[src/rtl/button_pulse_conditioner_pkg.sv]
// Shared constants and types for the stopwatch button front end.
package stopwatch_pkg;

    localparam int unsigned BTN_STARTSTOP = 0;
    localparam int unsigned BTN_RESET     = 1;
    localparam int unsigned BTN_INC       = 2;

    // Cycle counts at 100 MHz
    localparam int unsigned DEBOUNCE_CYCLES_100MHZ = 1_000_000;
    localparam int unsigned REPEAT_DELAY_100MHZ    = 50_000_000;
    localparam int unsigned REPEAT_PERIOD_100MHZ   = 10_000_000;

    localparam int unsigned SIM_DEBOUNCE_CYCLES = 4;
    localparam int unsigned SIM_REPEAT_DELAY    = 20;
    localparam int unsigned SIM_REPEAT_PERIOD   = 8;

    typedef enum logic [1:0] {
        ST_IDLE,
        ST_HELD,
        ST_REPEAT
    } btn_state_t;

    function automatic int unsigned clog2_min1(input int unsigned v);
        return (v < 2) ? 1 : $clog2(v);
    endfunction

endpackage

[src/rtl/button_pulse_conditioner_debounce_channel.sv]
// One button: 2-flop synchronizer, debounce counter, press/repeat FSM.
module debounce_channel
    import stopwatch_pkg::*;
#(
    parameter int unsigned DEBOUNCE_CYCLES = DEBOUNCE_CYCLES_100MHZ,
    parameter int unsigned REPEAT_DELAY    = REPEAT_DELAY_100MHZ,
    parameter int unsigned REPEAT_PERIOD   = REPEAT_PERIOD_100MHZ,
    parameter bit          REPEAT_EN       = 1'b0
) (
    input  logic clock,
    input  logic reset,
    input  logic btn_raw,
    output logic level,
    output logic pulse
);

    localparam int unsigned DW   = clog2_min1(DEBOUNCE_CYCLES);
    localparam int unsigned RMAX = (REPEAT_DELAY > REPEAT_PERIOD) ? REPEAT_DELAY : REPEAT_PERIOD;
    localparam int unsigned RW   = clog2_min1(RMAX);

    localparam logic [DW-1:0] DB_LAST     = DW'(DEBOUNCE_CYCLES - 1);
    localparam logic [RW-1:0] DELAY_LAST  = RW'(REPEAT_DELAY - 1);
    localparam logic [RW-1:0] PERIOD_LAST = RW'(REPEAT_PERIOD - 1);

    logic          sync_meta;
    logic          sync;
    logic [DW-1:0] db_count;
    logic [DW-1:0] db_count_next;
    logic          level_next;
    logic          accept;
    logic [RW-1:0] rep_count;
    logic [RW-1:0] rep_count_next;
    logic          pulse_next;
    btn_state_t    state;
    btn_state_t    state_next;

    always_ff @(posedge clock) begin
        if (reset) begin
            sync_meta <= 1'b0;
            sync      <= 1'b0;
            db_count  <= '0;
            level     <= 1'b0;
            rep_count <= '0;
            pulse     <= 1'b0;
            state     <= ST_IDLE;
        end else begin
            sync_meta <= btn_raw;
            sync      <= sync_meta;
            db_count  <= db_count_next;
            level     <= level_next;
            rep_count <= rep_count_next;
            pulse     <= pulse_next;
            state     <= state_next;
        end
    end

    always_comb begin
        db_count_next  = '0;
        level_next     = level;
        accept         = 1'b0;
        state_next     = state;
        rep_count_next = '0;
        pulse_next     = 1'b0;

        if (sync != level) begin
            if (db_count == DB_LAST) begin
                accept     = 1'b1;
                level_next = sync;
            end else begin
                db_count_next = db_count + 1'b1;
            end
        end

        // Repeat slots still reload while a release is being debounced,
        // but the pulse itself is gated by the synchronized level.
        unique case (state)
            ST_IDLE: begin
                if (accept && sync) begin
                    state_next = ST_HELD;
                    pulse_next = 1'b1;
                end
            end
            ST_HELD: begin
                if (accept && !sync) begin
                    state_next = ST_IDLE;
                end else if (REPEAT_EN) begin
                    if (rep_count == DELAY_LAST) begin
                        state_next = ST_REPEAT;
                        pulse_next = sync;
                    end else begin
                        rep_count_next = rep_count + 1'b1;
                    end
                end
            end
            ST_REPEAT: begin
                if (accept && !sync) begin
                    state_next = ST_IDLE;
                end else if (rep_count == PERIOD_LAST) begin
                    pulse_next = sync;
                end else begin
                    rep_count_next = rep_count + 1'b1;
                end
            end
            default: state_next = ST_IDLE;
        endcase
    end

endmodule

[src/rtl/button_pulse_conditioner.sv]
// Button front end: one independent debounce/pulse channel per button.
module button_pulse_conditioner
    import stopwatch_pkg::*;
#(
    parameter int unsigned          NUM_BTN         = 3,
    parameter int unsigned          DEBOUNCE_CYCLES = DEBOUNCE_CYCLES_100MHZ,
    parameter int unsigned          REPEAT_DELAY    = REPEAT_DELAY_100MHZ,
    parameter int unsigned          REPEAT_PERIOD   = REPEAT_PERIOD_100MHZ,
    parameter logic [NUM_BTN-1:0]   REPEAT_MASK     = NUM_BTN'(1 << BTN_INC)
) (
    input  logic               clock,
    input  logic               reset,
    input  logic [NUM_BTN-1:0] btn_raw,
    output logic [NUM_BTN-1:0] level,
    output logic [NUM_BTN-1:0] pulse
);

    for (genvar i = 0; i < NUM_BTN; i++) begin : g_chan
        debounce_channel #(
            .DEBOUNCE_CYCLES (DEBOUNCE_CYCLES),
            .REPEAT_DELAY    (REPEAT_DELAY),
            .REPEAT_PERIOD   (REPEAT_PERIOD),
            .REPEAT_EN       (REPEAT_MASK[i])
        ) u_chan (
            .clock   (clock),
            .reset   (reset),
            .btn_raw (btn_raw[i]),
            .level   (level[i]),
            .pulse   (pulse[i])
        );
    end

endmodule

[config.mk]
export PLATFORM = sky130hd
export DESIGN_NAME = button_pulse_conditioner
export DESIGN_NICKNAME = d
export VERILOG_FILES = /design/src/rtl/button_pulse_conditioner_pkg.sv /design/src/rtl/button_pulse_conditioner_debounce_channel.sv /design/src/rtl/button_pulse_conditioner.sv
export SDC_FILE = /design/constraint.sdc
export NUM_CORES = 1
export LEC_CHECK = 0
export BUFFER_PORTS_ARGS = -buffer_cell sky130_fd_sc_hd__buf_2
export CAP_MARGIN = 0
export CORE_ASPECT_RATIO = 0.6
export CORE_MARGIN = 2
export CORE_UTILIZATION = 28
export DETAILED_ROUTE_END_ITERATION = 8
export GPL_ROUTABILITY_DRIVEN = 0
export PLACE_DENSITY = 0.47
export SLEW_MARGIN = 20
export SYNTH_ARGS = -nofsm -noshare
export SYNTH_HDL_FRONTEND = slang
export SYNTH_SLANG_ARGS = --single-unit
export TNS_END_PERCENT = 30
[constraint.sdc]
create_clock -name clock -period 3 [get_ports clock]
set_input_delay 0 -clock clock [delete_from_list [all_inputs] [get_ports clock]]
set_output_delay 0 -clock clock [all_outputs]
set_load 0.01 [all_outputs]
==> reports/results.txt, run 1 <==
Run status: completed
Min-delay worst type: primary input to register
Capture point of the worst reg-to-reg path: g_chan[2].u_chan.rep_count[16]
Leak Pwr: 0.001675 uW
Total congestion overflow: 0
Global Route met1 Usage: 17.11%
Antenna violation net count after detailed routing: 0
Width of the die: 168.0 um
Iteration-0 DRC Markers: 174
Number of cells on the worst reg-to-reg path: 6
Source of the worst register-to-register timing path: g_chan[2].u_chan.rep_count[21]
Ratio of final minimum period to clock period: 78.74%
Slew at the pin with the worst max-slew slack: 757.8 ps
Post-synth ARST share: 0%
Worst setup timing slack at the placement stage: 654.1 ps
1st-pass router iterations: 4
Number of I/O pins: 11
Library cell used as clock root buffer: sky130_fd_sc_hd__clkbuf_16
Met2 Usage GRT: 14.94%
Hold violation total from the final report: 0
Proportion of layout cells with a drive suffix above 1: 6.929%
Post-route cell area: 0.005130 sq mm
Initial cell density of the core: 29.08%
Number of vias per cell after detailed routing: 4.588
Most crowded layer after global routing: met1
Hold Worst Slack: 71.06 ps
Nature of the critical path endpoint: register
Buffers added on ports: 10
Unrepaired setup endpoints after global routing: false
Netlist cell types: 44
Final net count: 542
Peak fanout along the critical path: 26
Max Cap Viol: 0
Net count of the mapped netlist: 527
H-tree level count: 3
Core area: 0.01555 sq mm
Setup_tns: 0 ps
Die outline area: 0.01721 sq mm
Clock latency on the worst-skew pair: 340 ps
Area of the mapped netlist: 0.004521 sq mm
Total Routed Length: 8.873 mm
Half-perimeter wire length of the detailed placement result: 6.319 mm
Pin count of the biggest net entering global routing: 27
Register clock-pin slew on the reported worst setup and hold paths: 70 ps
GRT met3 Usage: 3.215%
Worst setup slack for register-to-register paths: 640 ps
TritonCTS clock tree: yes
Max Clock Freq: 423.3 MHz
Core Rows: 35
Number of global-route vias before repair: 3144
Wire length of the first global-routing pass: 15.50 mm
Number of synthesized flops with an enable pin: 0
Antenna violations before repair: 0
# setup viols final: 0
Post-route setup slack: 637.7 ps
Overall global routing resource usage: 11.11%
Layout overhead on the synthesized area: 13.48%
Flop and latch count out of synthesis: 102
Synth warn: 0
Drc violations: 0
Cell type contributing the most total cell area after synthesis: sky130_fd_sc_hd__dfxtp_1
Fin crit period: 2362 ps
Hold endpoint: g_chan[1].u_chan.level
TritonCTS buffer count: 9
Startpoint of the worst hold path: reset
Setup CP Type: register to register
Max-slew violations: 0
IR drop worst, VDD: 260.8 uV
Average cell area after synthesis: 8.795 sq um
Per-cell routed wire length: 12.04 um
Remaining max-slew budget at the tightest pin: 49.01%
Proportion of netlist area held by the largest area contributor: 45.17%
Count of mapped cells out of synthesis: 514
WHS Path Cells: 2
Launching element type of the critical path: register
Clock tree sinks: 102
Antenna Cells: 0
Data required time of the critical path: 3220 ps
Worst Clk Skew: 8.928 ps
Data arrival time of the worst path: 2580 ps
Synth area leaders: sky130_fd_sc_hd__dfxtp_1 (45%), sky130_fd_sc_hd__xor2_1 (9.1%), sky130_fd_sc_hd__nor2_1 (8.8%)
Pwr per Cell Area: 516.6 mW/mm^2
Bufs on Longest Clock Path: 2
Area of placed instances: 0.004775 sq mm
Synth Flop Type: sky130_fd_sc_hd__dfxtp_1
Part of the Yosys area used for sequential elements: 45.17%
Die Height: 102.4 um
Via total after detailed routing: 3381
-- worst max-delay path, stage by stage, from the launching register on --
cell	delay [ps]
sky130_fd_sc_hd__dfxtp_1	360
sky130_fd_sc_hd__or4_1	530
sky130_fd_sc_hd__or4_4	510
sky130_fd_sc_hd__o31a_1	290
sky130_fd_sc_hd__o211ai_4	150
sky130_fd_sc_hd__buf_4	300
sky130_fd_sc_hd__nor2_1	90
-- layout make-up --
type / instances / area [sq um]
clock inverters: 5 / 82.58
repair buffers: 19 / 125.1
multi-input cells: 382 / 2327
fillers: 1609 / 10420
clock buffers: 11 / 242.7
well taps: 203 / 254.0
inverters: 15 / 56.30
flip-flops and latches: 102 / 2042
-- cells in the mapped netlist, types with 3 or more instances --
cell and n:
sky130_fd_sc_hd__clkbuf_1 6, sky130_fd_sc_hd__inv_1 15, sky130_fd_sc_hd__buf_4 6, sky130_fd_sc_hd__or3_1 4
sky130_fd_sc_hd__nor2_1 106, sky130_fd_sc_hd__nor3_1 12, sky130_fd_sc_hd__xnor2_1 32, sky130_fd_sc_hd__nand2_1 33
sky130_fd_sc_hd__and4b_1 3, sky130_fd_sc_hd__and3_1 18, sky130_fd_sc_hd__o21ai_0 4, sky130_fd_sc_hd__nand3_1 41
sky130_fd_sc_hd__dfxtp_1 102, sky130_fd_sc_hd__and2_1 3, sky130_fd_sc_hd__and4_1 6, sky130_fd_sc_hd__nor2b_1 6
sky130_fd_sc_hd__nor4_1 11, sky130_fd_sc_hd__xor2_1 47, sky130_fd_sc_hd__a21oi_1 5, sky130_fd_sc_hd__ha_1 8
sky130_fd_sc_hd__nand4_1 16
-- report_power, final --
part | switching, uW | total (uW) | leakage, uW | internal [uW]
combinational | 16.8 | 25.8 | 0.000705 | 9.00
clock | 509 | 1260 | 0.000148 | 755
sequential | 3.00 | 1360 | 0.000823 | 1360
-- cell usage in the layout, fill, tap and decap left out, types with 4 or more instances in the layout --
| cell type | count |
|---|---|
| sky130_fd_sc_hd__nor2_1 | 106 |
| sky130_fd_sc_hd__dfxtp_1 | 102 |
| sky130_fd_sc_hd__xor2_1 | 47 |
| sky130_fd_sc_hd__nand3_1 | 41 |
| sky130_fd_sc_hd__nand2_1 | 33 |
| sky130_fd_sc_hd__xnor2_1 | 32 |
| sky130_fd_sc_hd__and3_1 | 18 |
| sky130_fd_sc_hd__nand4_1 | 16 |
| sky130_fd_sc_hd__inv_1 | 15 |
| sky130_fd_sc_hd__nor3_1 | 12 |
| sky130_fd_sc_hd__nor4_1 | 11 |
| sky130_fd_sc_hd__buf_2 | 10 |
| sky130_fd_sc_hd__clkbuf_16 | 9 |
| sky130_fd_sc_hd__ha_1 | 8 |
| sky130_fd_sc_hd__and4_1 | 6 |
| sky130_fd_sc_hd__nor2b_1 | 6 |
| sky130_fd_sc_hd__buf_4 | 6 |
| sky130_fd_sc_hd__a21oi_1 | 5 |
| sky130_fd_sc_hd__o21ai_0 | 4 |
| sky130_fd_sc_hd__or3_1 | 4 |
-- through the flow --
step	utilization [%]	cells	power, uW
finish	33.00	737	2650
global route	33.00	737	2761
CTS	33.00	737	2697
detailed placement	30.71	718	1415
global placement	30.71	718	1415
floorplan	-	514	1408
-- layer usage --
metal	vias to the layer above	wire length (um)
met4	0	61
li1	1774	-
met1	1565	5292
met2	36	3225
met3	6	294
met5	-	0
-- how the worst max path moves through the flow --
stage,from,endpoint,cells after the start,slack (ps)
6_report,g_chan[2].u_chan.rep_count[21],g_chan[2].u_chan.rep_count[16],6,640
4_1_cts,g_chan[2].u_chan.rep_count[21],g_chan[2].u_chan.rep_count[15],6,640
2_1_floorplan,g_chan[2].u_chan.rep_count[21],g_chan[2].u_chan.rep_count[12],6,830
3_3_place_gp,g_chan[2].u_chan.rep_count[21],g_chan[2].u_chan.rep_count[3],6,700
3_5_place_dp,g_chan[2].u_chan.rep_count[21],g_chan[2].u_chan.rep_count[15],6,650
5_1_grt,g_chan[2].u_chan.db_count[14],g_chan[2].u_chan.rep_count[15],7,430
-- sequential cells by signal (all words and copies together) (netlist names) --
name and count:
g_chan.u_chan.db_count 60, g_chan.u_chan.rep_count 26, g_chan.u_chan.sync_meta 3, g_chan.u_chan.state 4, g_chan.u_chan.level 3, g_chan.u_chan.sync 3, g_chan.u_chan.pulse 3
-- cell families (layout without fill, tap and decap cells) --
logic type | after synthesis | after routing | share of synthesized area, %
AOI/OAI and AO/OA | 21 | 21 | 3.847
adders and majority gates | 8 | 8 | 2.214
and+or+nand+nor | 272 | 272 | 29.67
muxes | 2 | 2 | 0.4429
xor gates and xnor gates | 79 | 79 | 15.31
DFF | 102 | 102 | 45.17
buffers and inverters | 30 | 50 | 3.349
-- timing repair --
item / in CTS / in global routing
hold endpoints to repair: 3 / 0
resized for setup: 0 / 0
hold buffers: 3 / 0
setup buffers: 0 / 0
(Power assumes the default switching activity.)
==> inputs of run 2 (changes only) <==
ABC_AREA = 1   (was not set)
clock period = 2.4 ns   (was 3 ns; I/O delays follow)
==> reports/results.txt, run 2 <==
Total congestion overflow: 0 (unchanged)
Bufs on Longest Clock Path: 2 (unchanged)
Pin count of the biggest net entering global routing: 21 (-22%)
Nature of the critical path endpoint: register
Register clock-pin slew on the reported worst setup and hold paths: 70 ps (about the same)
Area of the mapped netlist: 0.005085 sq mm (+12%)
Half-perimeter wire length of the detailed placement result: 8.334 mm (+32%)
Max Clock Freq: 516.9 MHz (+22%)
Core Rows: 38 (+8.6%)
Iteration-0 DRC Markers: 250 (+44%)
First element of the critical path: g_chan[2].u_chan.db_count[0]
Antenna violation net count after detailed routing: 0 (unchanged)
Post-synth ARST share: 0% (unchanged)
1st-pass router iterations: 4 (unchanged)
Per-cell routed wire length: 11.42 um (-5.1%)
Average cell area after synthesis: 7.033 sq um (-20%)
Die outline area: 0.01929 sq mm (+12%)
Unrepaired setup endpoints after global routing: false
Synth warn: 0 (unchanged)
Cell type contributing the most total cell area after synthesis: sky130_fd_sc_hd__dfxtp_1
Number of setup buffers added after CTS: 0 (unchanged)
Number of hold buffers added after CTS: 3 (unchanged)
Netlist cell types: 36 (-18%)
Net count of the mapped netlist: 736 (+40%)
Width of the die: 178.0 um (+5.9%)
Final net count: 748 (+38%)
Proportion of layout cells with a drive suffix above 1: 8.784% (+1.9 points)
Antenna violations before repair: 0 (unchanged)
Synth Flop Type: sky130_fd_sc_hd__dfxtp_1
Max Cap Viol: 0 (unchanged)
Buffers added on ports: 10 (unchanged)
Clock latency on the worst-skew pair: 350 ps (about the same)
Flop and latch count out of synthesis: 102 (unchanged)
Total Routed Length: 11.20 mm (+26%)
TritonCTS clock tree: yes
Commonest cells in the netlist: sky130_fd_sc_hd__nand2_1 (133), sky130_fd_sc_hd__nor2_1 (113), sky130_fd_sc_hd__dfxtp_1 (102)
Ratio of final minimum period to clock period: 80.61% (+1.9 points)
Wire length of the first global-routing pass: 19.62 mm (+27%)
Hold violation total from the final report: 0 (unchanged)
Data arrival time of the worst path: 2170 ps (-410 ps)
Most common library cell in the layout ignoring fill and taps: sky130_fd_sc_hd__nand2_1
Overall global routing resource usage: 12.76% (+1.6 points)
Number of synthesized flops with an enable pin: 0 (unchanged)
Resize count post-CTS: 0 (unchanged)
Largest Register: g_chan.u_chan.db_count
Launching element type of the critical path: register
Leak Pwr: 0.001877 uW (+12%)
IR drop worst, VDD: 301.7 uV (+16%)
Via total after detailed routing: 4250 (+26%)
Peak fanout along the critical path: 15 (-42%)
H-tree level count: 3 (unchanged)
TritonCTS buffer count: 9 (unchanged)
Max-slew violations: 0 (unchanged)
Data required time of the critical path: 2630 ps (-590 ps)
Antenna Cells: 0 (unchanged)
Synth area leaders: sky130_fd_sc_hd__dfxtp_1 (40%), sky130_fd_sc_hd__nand2_1 (9.8%), sky130_fd_sc_hd__nor2_1 (8.3%)
Min-delay worst type: primary input to register
# setup viols final: 0 (unchanged)
Core area: 0.01792 sq mm (+15%)
Hold Worst Slack: 5.340 ps (-65.72 ps)
Largest registers ranked by flip-flop count: g_chan.u_chan.db_count: 60 flops, g_chan.u_chan.rep_count: 26 flops, g_chan.u_chan.state: 4 flops
Library cell with the highest instance count after synthesis: sky130_fd_sc_hd__nand2_1
Setup_tns: 0 ps (unchanged)
Die Height: 108.4 um (+5.8%)
Pwr per Cell Area: 550.4 mW/mm^2 (+6.5%)
Number of vias per cell after detailed routing: 4.337 (-5.5%)
Library cell used as clock root buffer: sky130_fd_sc_hd__clkbuf_16
Worst Clk Skew: 11.32 ps (+2.395 ps)
Total of fill cells in the finished design: 1943 (+21%)
Initial cell density of the core: 28.37% (-0.71 points)
Part of the Yosys area used for sequential elements: 40.16% (-5.0 points)
Clock tree sinks: 102 (unchanged)
Startpoint of the worst hold path: reset
Top library cells by usage in the layout, fill and taps aside: sky130_fd_sc_hd__nand2_1 (133), sky130_fd_sc_hd__nor2_1 (113), sky130_fd_sc_hd__dfxtp_1 (102)
Setup CP Type: register to register
Fin crit period: 1935 ps (-427.5 ps)
Proportion of netlist area held by the largest area contributor: 40.16% (-5.0 points)
Drc violations: 0 (unchanged)
Remaining max-slew budget at the tightest pin: 65.60% (+17 points)
Slew at the pin with the worst max-slew slack: 512.1 ps (-245.7 ps)
Number of flip-flops in the largest register: 60 (unchanged)
Number of global-route vias before repair: 3837 (+22%)
Layout overhead on the synthesized area: 11.32%
Run status: completed
Count of mapped cells out of synthesis: 723 (+41%)
Source of the worst register-to-register timing path: g_chan[2].u_chan.db_count[0]
Number of I/O pins: 11 (unchanged)
-- run 2: where the power goes --
part	internal [uW]	switching [uW]	leakage, uW
clock	710	670	0.000126
sequential	1700	3.58	0.000823
combinational	13.1	21.6	0.000929
-- run 2: layout make-up --
class / count / area, sq um / area share [%]
inverter: 101 / 379.1 / 6.698
clock inverter: 6 / 45.04 / 0.7958
sequential: 102 / 2042 / 36.07
clock buffer: 10 / 229.0 / 4.045
timing repair buffer: 17 / 110.1 / 1.945
multi-input combinational: 504 / 2555 / 45.14
tap: 240 / 300.3 / 5.305
-- run 2: final timing paths --
kind         slack [ps]                            end  cells after the start
max reg2reg         470  g_chan[2].u_chan.rep_count[3]                     10
max                 470  g_chan[2].u_chan.rep_count[3]                     10
min                   5     g_chan[0].u_chan.sync_meta                      2
min reg2reg         400          g_chan[2].u_chan.sync                      2
-- run 2: kinds of logic (layout without fill, tap and decap cells) --
logic type	Yosys count	in the layout	synth area share, %
compound gates	64	64	6.594
xor+xnor	30	30	5.167
fa+ha+maj	8	8	1.969
buf+inv	117	134	9.596
flops	102	102	40.16
simple gates	402	402	36.52
-- run 2: per-layer routing --
metal / up-vias / share of wire [%] / global-route usage, %
met5: - / 0 / 0
met4: 0 / 0.91 / 3.162
met3: 10 / 4.5 / 3.516
met2: 71 / 33 / 15.31
met1: 1830 / 62 / 20.96
li1: 2339 / - / -
-- run 2: worst max-delay path, stage by stage, from the launching register on --
cell                      delay [ps]
sky130_fd_sc_hd__dfxtp_1         360
sky130_fd_sc_hd__ha_1            170
sky130_fd_sc_hd__nand2_1         100
sky130_fd_sc_hd__nor2_4          150
sky130_fd_sc_hd__nand3_1          80
sky130_fd_sc_hd__nor2_1          100
sky130_fd_sc_hd__nand4_1         200
sky130_fd_sc_hd__nand2_2         290
sky130_fd_sc_hd__inv_2            90
sky130_fd_sc_hd__nand2_4         210
sky130_fd_sc_hd__nor2_1           60
-- run 2: stage by stage --
stage	cell area (sq um)	setup slack, ps	util, %	total power [uW]	std cells
after CTS	5660	452.7	31.58	3179	980
after floorplan	5085	887.3	-	1761	723
after detailed placement	5356	473.5	29.88	1772	961
after global routing	5660	237.2	31.58	3239	980
final	5660	465.2	31.58	3115	980
after global placement	5356	554.2	29.88	1773	961
